--- src/rtl/branch_predict_unit_pkg.sv ---
// Shared encodings for the branch predictor: branch condition codes,
// redirect decisions and 2-bit saturating counter states.
package branch_predict_unit_pkg;

  localparam logic [2:0] BR_BEQ  = 3'b000;
  localparam logic [2:0] BR_BNE  = 3'b001;
  localparam logic [2:0] BR_BLT  = 3'b100;
  localparam logic [2:0] BR_BGE  = 3'b101;
  localparam logic [2:0] BR_BLTU = 3'b110;
  localparam logic [2:0] BR_BGEU = 3'b111;

  typedef enum logic [1:0] {
    DEC_SEQ = 2'b00,
    DEC_IMM = 2'b01,
    DEC_REG = 2'b10
  } decision_t;

  localparam logic [1:0] SNT = 2'b00;
  localparam logic [1:0] WNT = 2'b01;
  localparam logic [1:0] WT  = 2'b10;
  localparam logic [1:0] ST  = 2'b11;

  // Saturating 2-bit counter step toward the resolved outcome.
  function automatic logic [1:0] ctr_update(input logic [1:0] c, input logic taken);
    if (taken) return (c == ST)  ? ST  : c + 2'd1;
    else       return (c == SNT) ? SNT : c - 2'd1;
  endfunction

endpackage

--- src/rtl/branch_predict_unit_if.sv ---
// Fetch-lookup and EX-resolve signal bundle of the branch predictor.
interface branch_predict_unit_if #(
  parameter int XLEN = 32
);
  logic            f_valid;
  logic [XLEN-1:0] f_pc;
  logic            f_pred_taken;

  logic            r_valid;
  logic [XLEN-1:0] r_pc;
  logic            r_branch;
  logic            r_jal;
  logic            r_jalr;
  logic [2:0]      r_funct3;
  logic [XLEN-1:0] r_data1;
  logic [XLEN-1:0] r_data2;
  logic            r_pred_taken;
  logic [1:0]      r_decision;
  logic            r_mispredict;

  modport master (
    output f_valid, f_pc, r_valid, r_pc, r_branch, r_jal, r_jalr,
           r_funct3, r_data1, r_data2, r_pred_taken,
    input  f_pred_taken, r_decision, r_mispredict
  );

  modport slave (
    input  f_valid, f_pc, r_valid, r_pc, r_branch, r_jal, r_jalr,
           r_funct3, r_data1, r_data2, r_pred_taken,
    output f_pred_taken, r_decision, r_mispredict
  );
endinterface

--- src/rtl/branch_predict_unit_cond.sv ---
// Branch condition evaluator: resolves funct3 against two operands.
module br_cond_eval
  import branch_predict_unit_pkg::*;
#(
  parameter int XLEN = 32
) (
  input  logic [2:0]      funct3,
  input  logic [XLEN-1:0] data1,
  input  logic [XLEN-1:0] data2,
  output logic            cond,
  output logic            legal
);

  always_comb begin
    cond  = 1'b0;
    legal = 1'b1;
    case (funct3)
      BR_BEQ:  cond = (data1 == data2);
      BR_BNE:  cond = (data1 != data2);
      BR_BLT:  cond = ($signed(data1) <  $signed(data2));
      BR_BGE:  cond = ($signed(data1) >= $signed(data2));
      BR_BLTU: cond = (data1 <  data2);
      BR_BGEU: cond = (data1 >= data2);
      default: legal = 1'b0;
    endcase
  end

endmodule

--- src/rtl/branch_predict_unit.sv ---
// Bimodal branch predictor: flop-array BHT of 2-bit counters, EX-stage
// resolution with mispredict redirect, and saturating perf counters.
module branch_predict_unit
  import branch_predict_unit_pkg::*;
#(
  parameter int XLEN      = 32,
  parameter int BHT_DEPTH = 16,
  parameter int PERF_W    = 32
) (
  input  logic               clk,
  input  logic               rst,
  branch_predict_unit_if.slave bus,
  output logic               flush_q,
  output logic [PERF_W-1:0]  br_count,
  output logic [PERF_W-1:0]  mispred_count
);

  localparam int IW = $clog2(BHT_DEPTH);

  logic [1:0]    bht [BHT_DEPTH];
  logic [IW-1:0] f_idx;
  logic [IW-1:0] r_idx;
  logic          cond;
  logic          legal;
  logic          branch_only;
  logic          bht_we;
  logic          mispredict;
  decision_t     decision;
  logic          unused_pc_bits;

  assign f_idx = bus.f_pc[IW+1:2];
  assign r_idx = bus.r_pc[IW+1:2];
  assign unused_pc_bits = ^{bus.f_pc[XLEN-1:IW+2], bus.f_pc[1:0],
                            bus.r_pc[XLEN-1:IW+2], bus.r_pc[1:0]};

  br_cond_eval #(.XLEN(XLEN)) u_cond (
    .funct3 (bus.r_funct3),
    .data1  (bus.r_data1),
    .data2  (bus.r_data2),
    .cond   (cond),
    .legal  (legal)
  );

  // A jump class sharing the slot with r_branch overrides it entirely.
  assign branch_only = bus.r_valid & bus.r_branch & ~bus.r_jal & ~bus.r_jalr;
  assign bht_we      = branch_only & legal;
  assign mispredict  = branch_only & (cond != bus.r_pred_taken);

  always_comb begin
    decision = DEC_SEQ;
    if (bus.r_valid) begin
      if (bus.r_jalr)        decision = DEC_REG;
      else if (bus.r_jal)    decision = DEC_IMM;
      else if (bus.r_branch) decision = cond ? DEC_IMM : DEC_SEQ;
    end
  end

  assign bus.r_decision   = decision;
  assign bus.r_mispredict = mispredict;
  assign bus.f_pred_taken = bus.f_valid & bht[f_idx][1];

  always_ff @(posedge clk or posedge rst) begin
    if (rst) begin
      for (int i = 0; i < BHT_DEPTH; i++) bht[i] <= WNT;
    end else if (bht_we) begin
      bht[r_idx] <= ctr_update(bht[r_idx], cond);
    end
  end

  always_ff @(posedge clk or posedge rst) begin
    if (rst) begin
      flush_q       <= 1'b0;
      br_count      <= '0;
      mispred_count <= '0;
    end else begin
      flush_q <= mispredict;
      if (bht_we && (br_count != '1))
        br_count <= br_count + PERF_W'(1);
      if (mispredict && (mispred_count != '1))
        mispred_count <= mispred_count + PERF_W'(1);
    end
  end

endmodule

--- src/flat_wrapper.sv ---
// flat-port wrapper written by rule: the top's interface ports become plain ports
module branch_predict_unit_flat import branch_predict_unit_pkg::*;
#(
  parameter int XLEN      = 32,
  parameter int BHT_DEPTH = 16,
  parameter int PERF_W    = 32
)
  (clk, rst, flush_q, br_count, mispred_count, bus_f_valid, bus_f_pc, bus_r_valid, bus_r_pc, bus_r_branch, bus_r_jal, bus_r_jalr, bus_r_funct3, bus_r_data1, bus_r_data2, bus_r_pred_taken, bus_f_pred_taken, bus_r_decision, bus_r_mispredict);
  branch_predict_unit_if #(.XLEN(XLEN)) bus_i ();
  input  logic clk;
  input  logic rst;
  output logic flush_q;
  output logic [PERF_W-1:0] br_count;
  output logic [PERF_W-1:0] mispred_count;
  input wire logic [$bits(bus_i.f_valid)-1:0] bus_f_valid;
  input wire logic [$bits(bus_i.f_pc)-1:0] bus_f_pc;
  input wire logic [$bits(bus_i.r_valid)-1:0] bus_r_valid;
  input wire logic [$bits(bus_i.r_pc)-1:0] bus_r_pc;
  input wire logic [$bits(bus_i.r_branch)-1:0] bus_r_branch;
  input wire logic [$bits(bus_i.r_jal)-1:0] bus_r_jal;
  input wire logic [$bits(bus_i.r_jalr)-1:0] bus_r_jalr;
  input wire logic [$bits(bus_i.r_funct3)-1:0] bus_r_funct3;
  input wire logic [$bits(bus_i.r_data1)-1:0] bus_r_data1;
  input wire logic [$bits(bus_i.r_data2)-1:0] bus_r_data2;
  input wire logic [$bits(bus_i.r_pred_taken)-1:0] bus_r_pred_taken;
  output wire logic [$bits(bus_i.f_pred_taken)-1:0] bus_f_pred_taken;
  output wire logic [$bits(bus_i.r_decision)-1:0] bus_r_decision;
  output wire logic [$bits(bus_i.r_mispredict)-1:0] bus_r_mispredict;
  assign bus_i.f_valid = bus_f_valid;
  assign bus_i.f_pc = bus_f_pc;
  assign bus_i.r_valid = bus_r_valid;
  assign bus_i.r_pc = bus_r_pc;
  assign bus_i.r_branch = bus_r_branch;
  assign bus_i.r_jal = bus_r_jal;
  assign bus_i.r_jalr = bus_r_jalr;
  assign bus_i.r_funct3 = bus_r_funct3;
  assign bus_i.r_data1 = bus_r_data1;
  assign bus_i.r_data2 = bus_r_data2;
  assign bus_i.r_pred_taken = bus_r_pred_taken;
  assign bus_f_pred_taken = bus_i.f_pred_taken;
  assign bus_r_decision = bus_i.r_decision;
  assign bus_r_mispredict = bus_i.r_mispredict;
  branch_predict_unit #(.XLEN(XLEN), .BHT_DEPTH(BHT_DEPTH), .PERF_W(PERF_W)) u_core (.clk(clk), .rst(rst), .bus(bus_i), .flush_q(flush_q), .br_count(br_count), .mispred_count(mispred_count));
endmodule
--- config.mk ---
export PLATFORM = sky130hd
export DESIGN_NAME = branch_predict_unit_flat
export DESIGN_NICKNAME = d
export VERILOG_FILES = /design/src/rtl/branch_predict_unit_pkg.sv /design/src/rtl/branch_predict_unit_if.sv /design/src/rtl/branch_predict_unit_cond.sv /design/src/rtl/branch_predict_unit.sv /design/src/flat_wrapper.sv
export SDC_FILE = /design/constraint.sdc
export NUM_CORES = 1
export LEC_CHECK = 0
export BUFFER_PORTS_ARGS = -buffer_cell sky130_fd_sc_hd__buf_4
export CAP_MARGIN = 20
export CORE_MARGIN = 3
export CORE_UTILIZATION = 35
export DETAILED_ROUTE_END_ITERATION = 10
export GPL_ROUTABILITY_DRIVEN = 1
export HOLD_SLACK_MARGIN = 0.12
export PLACE_DENSITY = 0.67
export SLEW_MARGIN = 15
export SYNTH_ARGS = -nofsm -noshare
export SYNTH_HDL_FRONTEND = slang
export SYNTH_SLANG_ARGS = --single-unit
export TNS_END_PERCENT = 10
--- constraint.sdc ---
create_clock -name clk -period 11.2 [get_ports clk]
set_clock_uncertainty 0.2 [all_clocks]
set_input_delay 3.36 -clock clk [delete_from_list [all_inputs] [get_ports clk]]
set_output_delay 3.36 -clock clk [all_outputs]
set_load 0.01 [all_outputs]
# Word-level counts from Yosys, hierarchy flattened
# Index checks and enable logic that the tools add are counted.
dict set report classes {
  bitwise 10
  order_cmp 7
  n_eq_ne 11
  reduce_logical 6
  n_addsub 4
  muxes 20
}
# operator count
set op_table {}
lappend op_table {{adder 32 x 1 -> 32 bit (second input constant)} 2}
lappend op_table {{greater-or-equal comparator 32 bit} 2}
lappend op_table {{less-than comparator 32 bit} 2}
lappend op_table {{inequality test 32 bit (second input constant)} 2}
lappend op_table {{bitwise mux 32 bit} 1}
lappend op_table {{== test 32 bit} 1}
lappend op_table {{inequality test 32 bit} 1}
lappend op_table {{two-way mux 2 bit} 13}
lappend op_table {{binary-select mux 2 bit (select 4 bit)} 2}
lappend op_table {{== test 3 bit (second input constant)} 4}
lappend op_table {{greater-or-equal comparator 5 bit (second input constant)} 2}
lappend op_table {{NOT 4 -> 5 bit} 2}
lappend op_table {{demux 2 bit (select 4 bit)} 1}
lappend op_table {{bitwise AND 1 bit} 6}
lappend op_table {{case mux 1 bit (6 select lines)} 1}
lappend op_table {{OR reduction 6 bit} 1}
lappend op_table {{less-than comparator 5 x 1 -> 1 bit (second input constant)} 1}
lappend op_table {{== test 3 x 1 -> 1 bit (second input constant)} 1}
lappend op_table {{logical AND 1 bit} 3}
lappend op_table {{zero test 3 bit} 1}
lappend op_table {{adder 2 x 1 -> 2 bit (second input constant)} 1}
lappend op_table {{== test 2 bit (second input constant)} 1}
lappend op_table {{zero test 2 bit} 1}
lappend op_table {{two-way mux 1 bit} 2}
lappend op_table {{other kinds (3)} 4}
dict set report word_totals {
  wordCells 77
  register_bits 97
  out_inout_bits 69
  in_bits 139
}

# Longest topological paths before layout
# Gate-level depths: netlist of the first run.
dict set report depth {
  word_depth 9
  ltp_mapped 13
  depth_no_buf 12
}

# Cells and area by module
# From an unflattened synthesis of the first run, not the netlist that was laid out.
dict set report hier_totals {
  hier_cells 556
  area_unflattened_um2 5788.1
}
# mod cells_per_inst area_each_um2 seq_area_each_um2 instances
set by_module_without_submodules {}
lappend by_module_without_submodules {branch_predict_unit 423 4792.1 2447.3 1}
lappend by_module_without_submodules {br_cond_eval 133 996.0 0.0 1}

# Worst setup path before layout of the first run
# Ideal clock, no wire load.
dict set report synth_timing {
  path_type {input port to output port}
  startpoint {input bus_r_data2[1]}
  endpoint {output bus_r_mispredict}
  arrival_ps 5760
  path_slack_ps 1880
  n_path_buf 1
  required_ps 7640
  path_stages 11
  cell_sequence {inv_1 > ha_1 > nor2b_1 > o211ai_1 > a21oi_1 > o31a_2 > nor4_2 > mux2i_4 > mux2i_4 > inv_1 > buf_2}
}
dict set report synth_between {
  elab_chain_cells 4
  elab_cells_between_ends 9
  classes_between {order compare (4); eq/ne (3); mux (1); bitwise (1)}
}
# element line
set synth_lines {}
lappend synth_lines {{start: declaration} flat_wrapper.sv:24} ;# input wire logic [$bits(bus_i.r_data2)-1:0] bus_r_data2;
lappend synth_lines {{greater-or-equal comparator 32 bit, or another cell as far along} branch_predict_unit_cond.sv:23} ;# BR_BGEU: cond = (data1 >= data2);
lappend synth_lines {{case mux 1 bit (6 select lines) *} branch_predict_unit_cond.sv:17} ;# case (funct3)
lappend synth_lines {{inequality test 1 bit *} branch_predict_unit.sv:47} ;# assign mispredict = branch_only & (cond != bus.r_pred_taken);
lappend synth_lines {{bitwise AND 1 bit *} branch_predict_unit.sv:47}
lappend synth_lines {{end: declaration} flat_wrapper.sv:28} ;# output wire logic [$bits(bus_i.r_mispredict)-1:0] bus_r_mispredict;
# Mark *: on every way between the ends. The rest lies on a longest branch, timed or not.

# Worst setup path after layout of the first run
dict set report layout_timing {
  startpoint {input bus_r_data1[31]}
  endpoint {output bus_r_mispredict}
}
dict set report layout_between {
  elab_chain_cells 4
  elab_cells_between_ends 9
  classes_between {order compare (4); eq/ne (3); mux (1); bitwise (1)}
}
# element line
set layout_lines {}
lappend layout_lines {{start: declaration} flat_wrapper.sv:23} ;# input wire logic [$bits(bus_i.r_data1)-1:0] bus_r_data1;
lappend layout_lines {{greater-or-equal comparator 32 bit, or another cell as far along} branch_predict_unit_cond.sv:23}
lappend layout_lines {{case mux 1 bit (6 select lines) *} branch_predict_unit_cond.sv:17}
lappend layout_lines {{inequality test 1 bit *} branch_predict_unit.sv:47}
lappend layout_lines {{bitwise AND 1 bit *} branch_predict_unit.sv:47}
# Marked as above.

==> results by group, run 1 <==
STA
  – Unrepaired setup endpoints after global routing: false
  – Max Freq: 0.101 GHz
  – Post-layout min period: 9.88 ns
  – Final setup margin: 1.32 ns
  – Worst Tran Pin Value: 0.867 ns
  – Crit share post-route: between 80% and 90%
  – Hold Vio Cnt, Final: 0
  – Hold WS: 0.289 ns
  – Setup violators final: 0
  – Rel. slew slack: 41.7%
  – Slew Viols, Final: 0
  – Sum Neg Setup Slack: 0 ns

Worst setup path
  – CP bufs+invs: 3
  – Critical Path RT: 7.64 ns
  – R2R setup slack: 8.23 ns
  – Worst EP arrival: between 6 and 7 ns
  – CP Max Fanout: 13
  – Top delay family on crit path: simple AND/OR/NAND/NOR gates
  – R2R cell count: 8
  – Critical R2R Capture: u_core.mispred_count[29]
  – Reg2Reg Launch Point: u_core.mispred_count[3]
  – Worst Setup Start Kind: primary input
  – Worst path slowest cell: mux2i_4
  – Crit. End Element: output pin
  – Critical path cell sequence: buf_4 > ha_1 > nand4_2 > or3_4 > nor4_2 > o31a_2 > nor4_2 > mux2i_4 > mux2i_4 > inv_1 > buf_4
  – CP max stage delay: between 0.4 and 0.5 ns
  – Crit Path Category: in -> out

Synthesis
  – Async SR Flop Fraction: 100%
  – Mean post-synth cell area: 10.6 um^2
  – Synth area leaders: dfrtp_1, ha_1, dfstp_2, mux2_2, mux4_2
  – Yosys top cell area share: 35.4%
  – Count of different cell masters after synthesis: 48
  – Largest area contributor in the netlist: dfrtp_1
  – Synth warn: 0
  – Post-Syn Area: 5720 um^2
  – Top_reg_cell synth: dfrtp_1
  – Syn Nets: 712
  – #FFs+latches synth: 97
  – Post-Syn Instances: 539
  – Number of synthesized flops with an enable pin: 0
  – Register area share after synthesis: 42.8%

CTS
  – Setup Buffers After CTS: 0
  – # H-tree levels: 3
  – Hold buffer count at cts: 0
  – CTS max path bufs: 2
  – Clk_lat worst skew: 0.33 ns
  – Clock Tree Root: clkbuf_16
  – Clock Sinks: 97
  – Cts repair resizes: 0
  – CTS tree: built
  – Reg clk slew, reported paths: ~0.06 ns
  – Num CTS Buffers: 9

Placement
  – Dpl cell area: 7110 um^2
  – Pre-CTS setup slack: 1.30 ns
  – GP Congestion: slightly above 0.9
  – Placed insts: around 900
  – PortBufs: 151
  – DP HPWL: 11200 um

GRT
  – Initial antenna violation count: 0
  – Vias in the first global route: 4574
  – All-Layer GR Usage: 15.7%
  – Remaining global-route overflow: 0
  – Global-route wire length before repair: approximately 23000 um
  – Largest net degree at the start of global routing: 54

Die
  – # rows: 46
  – # IOs: 208
  – DIE AREA: 17900 um^2
  – Core box area: 15900 um^2
  – Initial Utilization: 35.9%
  – Die X: 134 um
  – Die height: 134 um

Drt
  – WL/cell: 15.7 um
  – DRT antenna net count: 0
  – Via/cell ratio: between 5 and 6
  – Final WL: 14400 um
  – Initial DRC count: 254
  – Vias: 4639
  – DRC viols: 0
  – DR pass1 iterations: 5

Cells and area
  – Ratio of cells with drive above 1 in the final layout: a little over a third
  – Final std cells w/o fill: between 900 and 1000
  – Final instance area: 7410 um^2
  – Diodes inserted: 0
  – Fin util: 46.5%
  – Fin nets: roughly 870
  – Area Growth Syn to Fin: 29.4%

Min path
  – Hold Crit Class: reg -> reg
  – Endpoint, Worst Hold: u_core.mispred_count[30]
  – Hold Startpoint: u_core.mispred_count[30]
  – Worst Hold Depth: 1

Flow run
  – Max-Cap Viols: 0

Pwr
  – VDD IR max: approximately 0.000066 V
  – Total power: just over 800 uW
  – P_leak: roughly 3.6 nW
  – Pwr dens: 112 nW/um^2

Status
  – Status: finished, final reports clean
==> metal layers <==
metal  part of all wire (%)  routed length, um  track usage, %  vias to the layer above
li1                       -                  -               -                     2212
met4                    1.1                161            4.46                        0
met5                      0                  0               0                        -
met3                    6.3                903            2.89                       13
met2                     48               6890            26.7                      168
met1                     45               6420            20.7                     2246
==> placed cells by master, fill, tap and decap left out, types with 6 or more instances in the layout <==
cell	netlist	final
mux2_2	34	34
nor2_1	36	36
nand4_1	23	23
inv_1	47	46
and2_1	9	9
nand3_1	28	28
a21oi_1	16	16
xnor2_1	36	36
nor3_1	18	18
o21ai_0	6	6
and3_1	8	8
dfrtp_1	81	81
xor2_1	28	28
mux4_2	15	15
dfstp_2	16	16
clkbuf_16	0	9
nand2b_1	6	6
nand2_1	35	35
ha_1	34	34
and4_1	6	6
buf_4	0	154
==> flip-flops by register name, summed over array words and instances (netlist names) <==
name / cells
u_core.mispred_count: 32
u_core.flush_q: 1
u_core.bht: 32
u_core.br_count: 32
==> final cells by class <==
class	count	area (um^2)
Clock buffer	11	243
Clock inverter	5	53.8
Fill cell	1471	8530
Inverter	48	181
Multi-Input combinational cell	384	3060
Sequential cell	97	2450
Tap cell	216	270
Timing Repair Buffer	154	1160
==> worst max-delay path by stage <==
stage	startpoint	endpoint	slack, ns	cells past startpoint
floorplan	bus_r_data2[1]	bus_r_mispredict	1.88	11
global placement	bus_r_data2[1]	bus_r_mispredict	1.37	12
detailed placement	bus_r_data2[1]	bus_r_mispredict	1.30	12
CTS	bus_r_data2[1]	bus_r_mispredict	1.30	12
global route	bus_r_data2[31]	bus_r_mispredict	1.14	12
finish	bus_r_data1[31]	bus_r_mispredict	1.32	11
==> cells by family (layout without fill, tap and decap cells) <==
family / Yosys count / in the layout / synth area share (%)
muxes: 53 / 53 / 13.7
buffers and inverters: 58 / 218 / 3.83
DFF: 97 / 97 / 42.8
AOI/OAI and AO/OA: 34 / 34 / 3.54
and+or+nand+nor: 197 / 197 / 18.6
xor gates and xnor gates: 64 / 64 / 9.79
adders and majority gates: 36 / 36 / 7.78
==> power breakdown <==
part / leakage, nW / switching, mW / internal [mW]
logic: 2.20 / 0.0629 / 0.0673
registers: 1.27 / 0.0204 / 0.368
clock network: 0.150 / 0.131 / 0.179
==> cell usage after synthesis (2+ instances only) <==
library cell / number
dfrtp_1: 81
inv_1: 47
nor2_1: 36
xnor2_1: 36
nand2_1: 35
ha_1: 34
mux2_2: 34
nand3_1: 28
xor2_1: 28
nand4_1: 23
nor3_1: 18
a21oi_1: 16
dfstp_2: 16
mux4_2: 15
and2_1: 9
clkbuf_1: 9
and3_1: 8
and4_1: 6
nand2b_1: 6
o21ai_0: 6
nor4_1: 5
or4_1: 5
or3_1: 3
a21o_1: 2
a31oi_1: 2
maj3_1: 2
mux2i_1: 2
mux2i_4: 2
nand3b_1: 2
nor3b_1: 2
nor4_2: 2
nor4b_1: 2
o31ai_1: 2
No activity file was read; power rests on OpenSTA's default activity.
==> run 2, diff against run 1 <==
==> constraint.sdc (replaced) <==
create_clock -name clk -period 11.2 [get_ports clk]
set_clock_uncertainty 0.2 [all_clocks]
set_input_delay 0 -clock clk [delete_from_list [all_inputs] [get_ports clk]]
set_output_delay 0 -clock clk [all_outputs]
set_load 0.01 [all_outputs]
==> results by group, run 2 (synthesis gave the netlist of run 1 again) <==
GRT
  – Vias in the first global route: 4779 (+4.5%)
  – All-Layer GR Usage: 16.2% (+0.48 points)
  – Remaining global-route overflow: 0 (unchanged)
  – Initial antenna violation count: 0 (unchanged)
  – Global-route wire length before repair: 23900 um (+2.9%)
  – Largest net degree at the start of global routing: 54 (unchanged)

Placement
  – DP HPWL: 11300 um (+1.1%)
  – GP Congestion: 0.900 (-1.2%)
  – Pre-CTS setup slack: 7.80 ns (+6.50 ns)
  – PortBufs: 151 (unchanged)
  – Dpl cell area: 7100 um^2 (-0.11%)

Cells and area
  – Area Growth Syn to Fin: 31.9%
  – Fin nets: 879 (+1.4%)
  – Most common cell after layout, fill and taps aside: buf_4
  – Ratio of cells with drive above 1 in the final layout: 34.2% (-0.87 points)
  – Final instance area: 7550 um^2 (+1.9%)
  – Largest registers: u_core.bht x32, u_core.br_count x32, u_core.mispred_count x32
  – Fin util: 47.3% (+0.86 points)
  – Diodes inserted: 0 (unchanged)
  – Most frequent cells in the layout: buf_4, dfrtp_1, inv_1, nor2_1, xnor2_1

Pwr
  – VDD IR max: 0.0000803 V (+22%)
  – P_leak: 3.68 nW (+1.5%)
  – Pwr dens: 112 nW/um^2 (+0.37%)

STA
  – Final setup margin: 8.06 ns (+6.75 ns)
  – Rel. slew slack: 41.0% (-0.73 points)
  – Worst Tran Pin Value: 0.878 ns (+0.0108 ns)
  – Slew Viols, Final: 0 (unchanged)
  – Crit share post-route: 28.0% (-60 points)
  – Max Freq: 0.319 GHz (+220%)
  – Sum Neg Setup Slack: 0 ns (unchanged)
  – Unrepaired setup endpoints after global routing: false
  – Hold Vio Cnt, Final: 0 (unchanged)
  – Post-layout min period: 3.14 ns (-6.75 ns)
  – Setup violators final: 0 (unchanged)

Min path
  – Hold Crit Class: in -> out

Drt
  – DRC viols: 0 (unchanged)
  – Vias: 4652 (+0.28%)
  – DR pass1 iterations: 7 (+2)
  – Via/cell ratio: 5.02 (-1.0%)
  – DRT antenna net count: 0 (unchanged)
  – WL/cell: 15.7 um (+0.16%)
  – Initial DRC count: 167 (-34%)
  – Final WL: 14600 um (+1.5%)

CTS
  – Num CTS Buffers: 9 (unchanged)
  – Clock Sinks: 97 (unchanged)
  – # H-tree levels: 3 (unchanged)
  – Clk_lat worst skew: 0.34 ns (about the same)
  – Setup Buffers After CTS: 0 (unchanged)
  – Hold buffer count at cts: 13 (+13)
  – CTS tree: built
  – Cts repair resizes: 0 (unchanged)
  – Clock Tree Root: clkbuf_16
  – CTS max path bufs: 2 (unchanged)

Worst setup path
  – Critical Path RT: 11.00 ns (+3.36 ns)
  – Critical path cell sequence: buf_4 > ha_1 > nand4_2 > or4_1 > nor2_1 > xnor2_1 > o31ai_1 > mux2i_4 > mux2i_4 > inv_1 > buf_4
  – Worst Setup Start Kind: primary input
  – Crit. End Element: output pin
  – Worst EP arrival: 2.94 ns (-3.38 ns)
  – Worst path slowest cell: or4_1
  – Crit Path Category: in -> out
  – CP Max Fanout: 13 (unchanged)
  – CP max stage delay: 0.55 ns (+0.13 ns)

Die
  – # rows: 46 (unchanged)
  – Core box area: 15900 um^2 (unchanged)
  – DIE AREA: 17900 um^2 (unchanged)
  – Die height: 134 um (unchanged)
  – Die X: 134 um (unchanged)
  – # IOs: 208 (unchanged)
  – Initial Utilization: 35.9% (unchanged)

Flow run
  – Max-Cap Viols: 0 (unchanged)

Status
  – Status: finished, final reports clean
[run 2: changes by cell type in the layout (fill, tap and decap cells not counted), sizes merged]
cell,previous run,this run
dlygate4sd3,0,13
buf,154,153
bufinv,1,2
clkinv,4,3
[run 2: area by class of cell]
type / instances / area, um^2
fillers: 1482 / 8400
multi-input cells: 384 / 3060
flip-flops and latches: 97 / 2450
repair buffers: 166 / 1280
well taps: 216 / 270
clock buffers: 11 / 233
inverters: 48 / 181
clock inverters: 5 / 78.8
[run 2: final timing paths]
| path | to | start | slack, ns | cells past startpoint |
|---|---|---|---|---|
| setup / recovery | bus_r_mispredict | bus_r_data1[31] | 8.06 | 11 |
| hold / removal | bus_r_decision[1] | bus_r_valid | 0.12 | 3 |
| setup reg to reg | u_core.mispred_count[2] | u_core.mispred_count[3] | 8.18 | 9 |
| hold reg to reg | u_core.mispred_count[30] | u_core.mispred_count[30] | 0.29 | 1 |
| max in group asynchronous | u_core.bht[3] | rst | 9.50 | 4 |
| min in group asynchronous | u_core.br_count[13] | rst | 0.14 | 3 |
[run 2: metrics by stage]
stage | cells | total power [mW] | hold WS (ns)
3_5_place_dp | 898 | 0.527 | -0.0157
3_3_place_gp | 898 | 0.520 | -0.0341
6_report | 927 | 0.847 | 0.120
5_1_grt | 927 | 0.890 | 0.148
2_1_floorplan | 539 | 0.459 | -0.150
4_1_cts | 927 | 0.858 | 0.121
[run 2: report_power, final]
group | switching, mW | internal (mW)
Combinational | 0.0633 | 0.0691
Clock | 0.130 | 0.196
Sequential | 0.0198 | 0.368
[run 2: worst max-delay path: cells and delay by family]
family / cells / cell delay (ns)
buffers and inverters: 3 / 0.60
multiplexers: 2 / 0.78
adder cells (fa/ha/maj): 1 / 0.39
XOR/XNOR: 1 / 0.16
AO/OA/AOI/OAI: 1 / 0.14
AND/OR/NAND/NOR: 3 / 0.85
[run 2: routing by layer]
layer	vias up	GRT usage [%]	share of wire, %
met5	-	0	0
met4	0	4.23	1.3
met3	14	3.83	7.0
met2	170	27.8	48
met1	2221	20.7	43
li1	2247	-	-
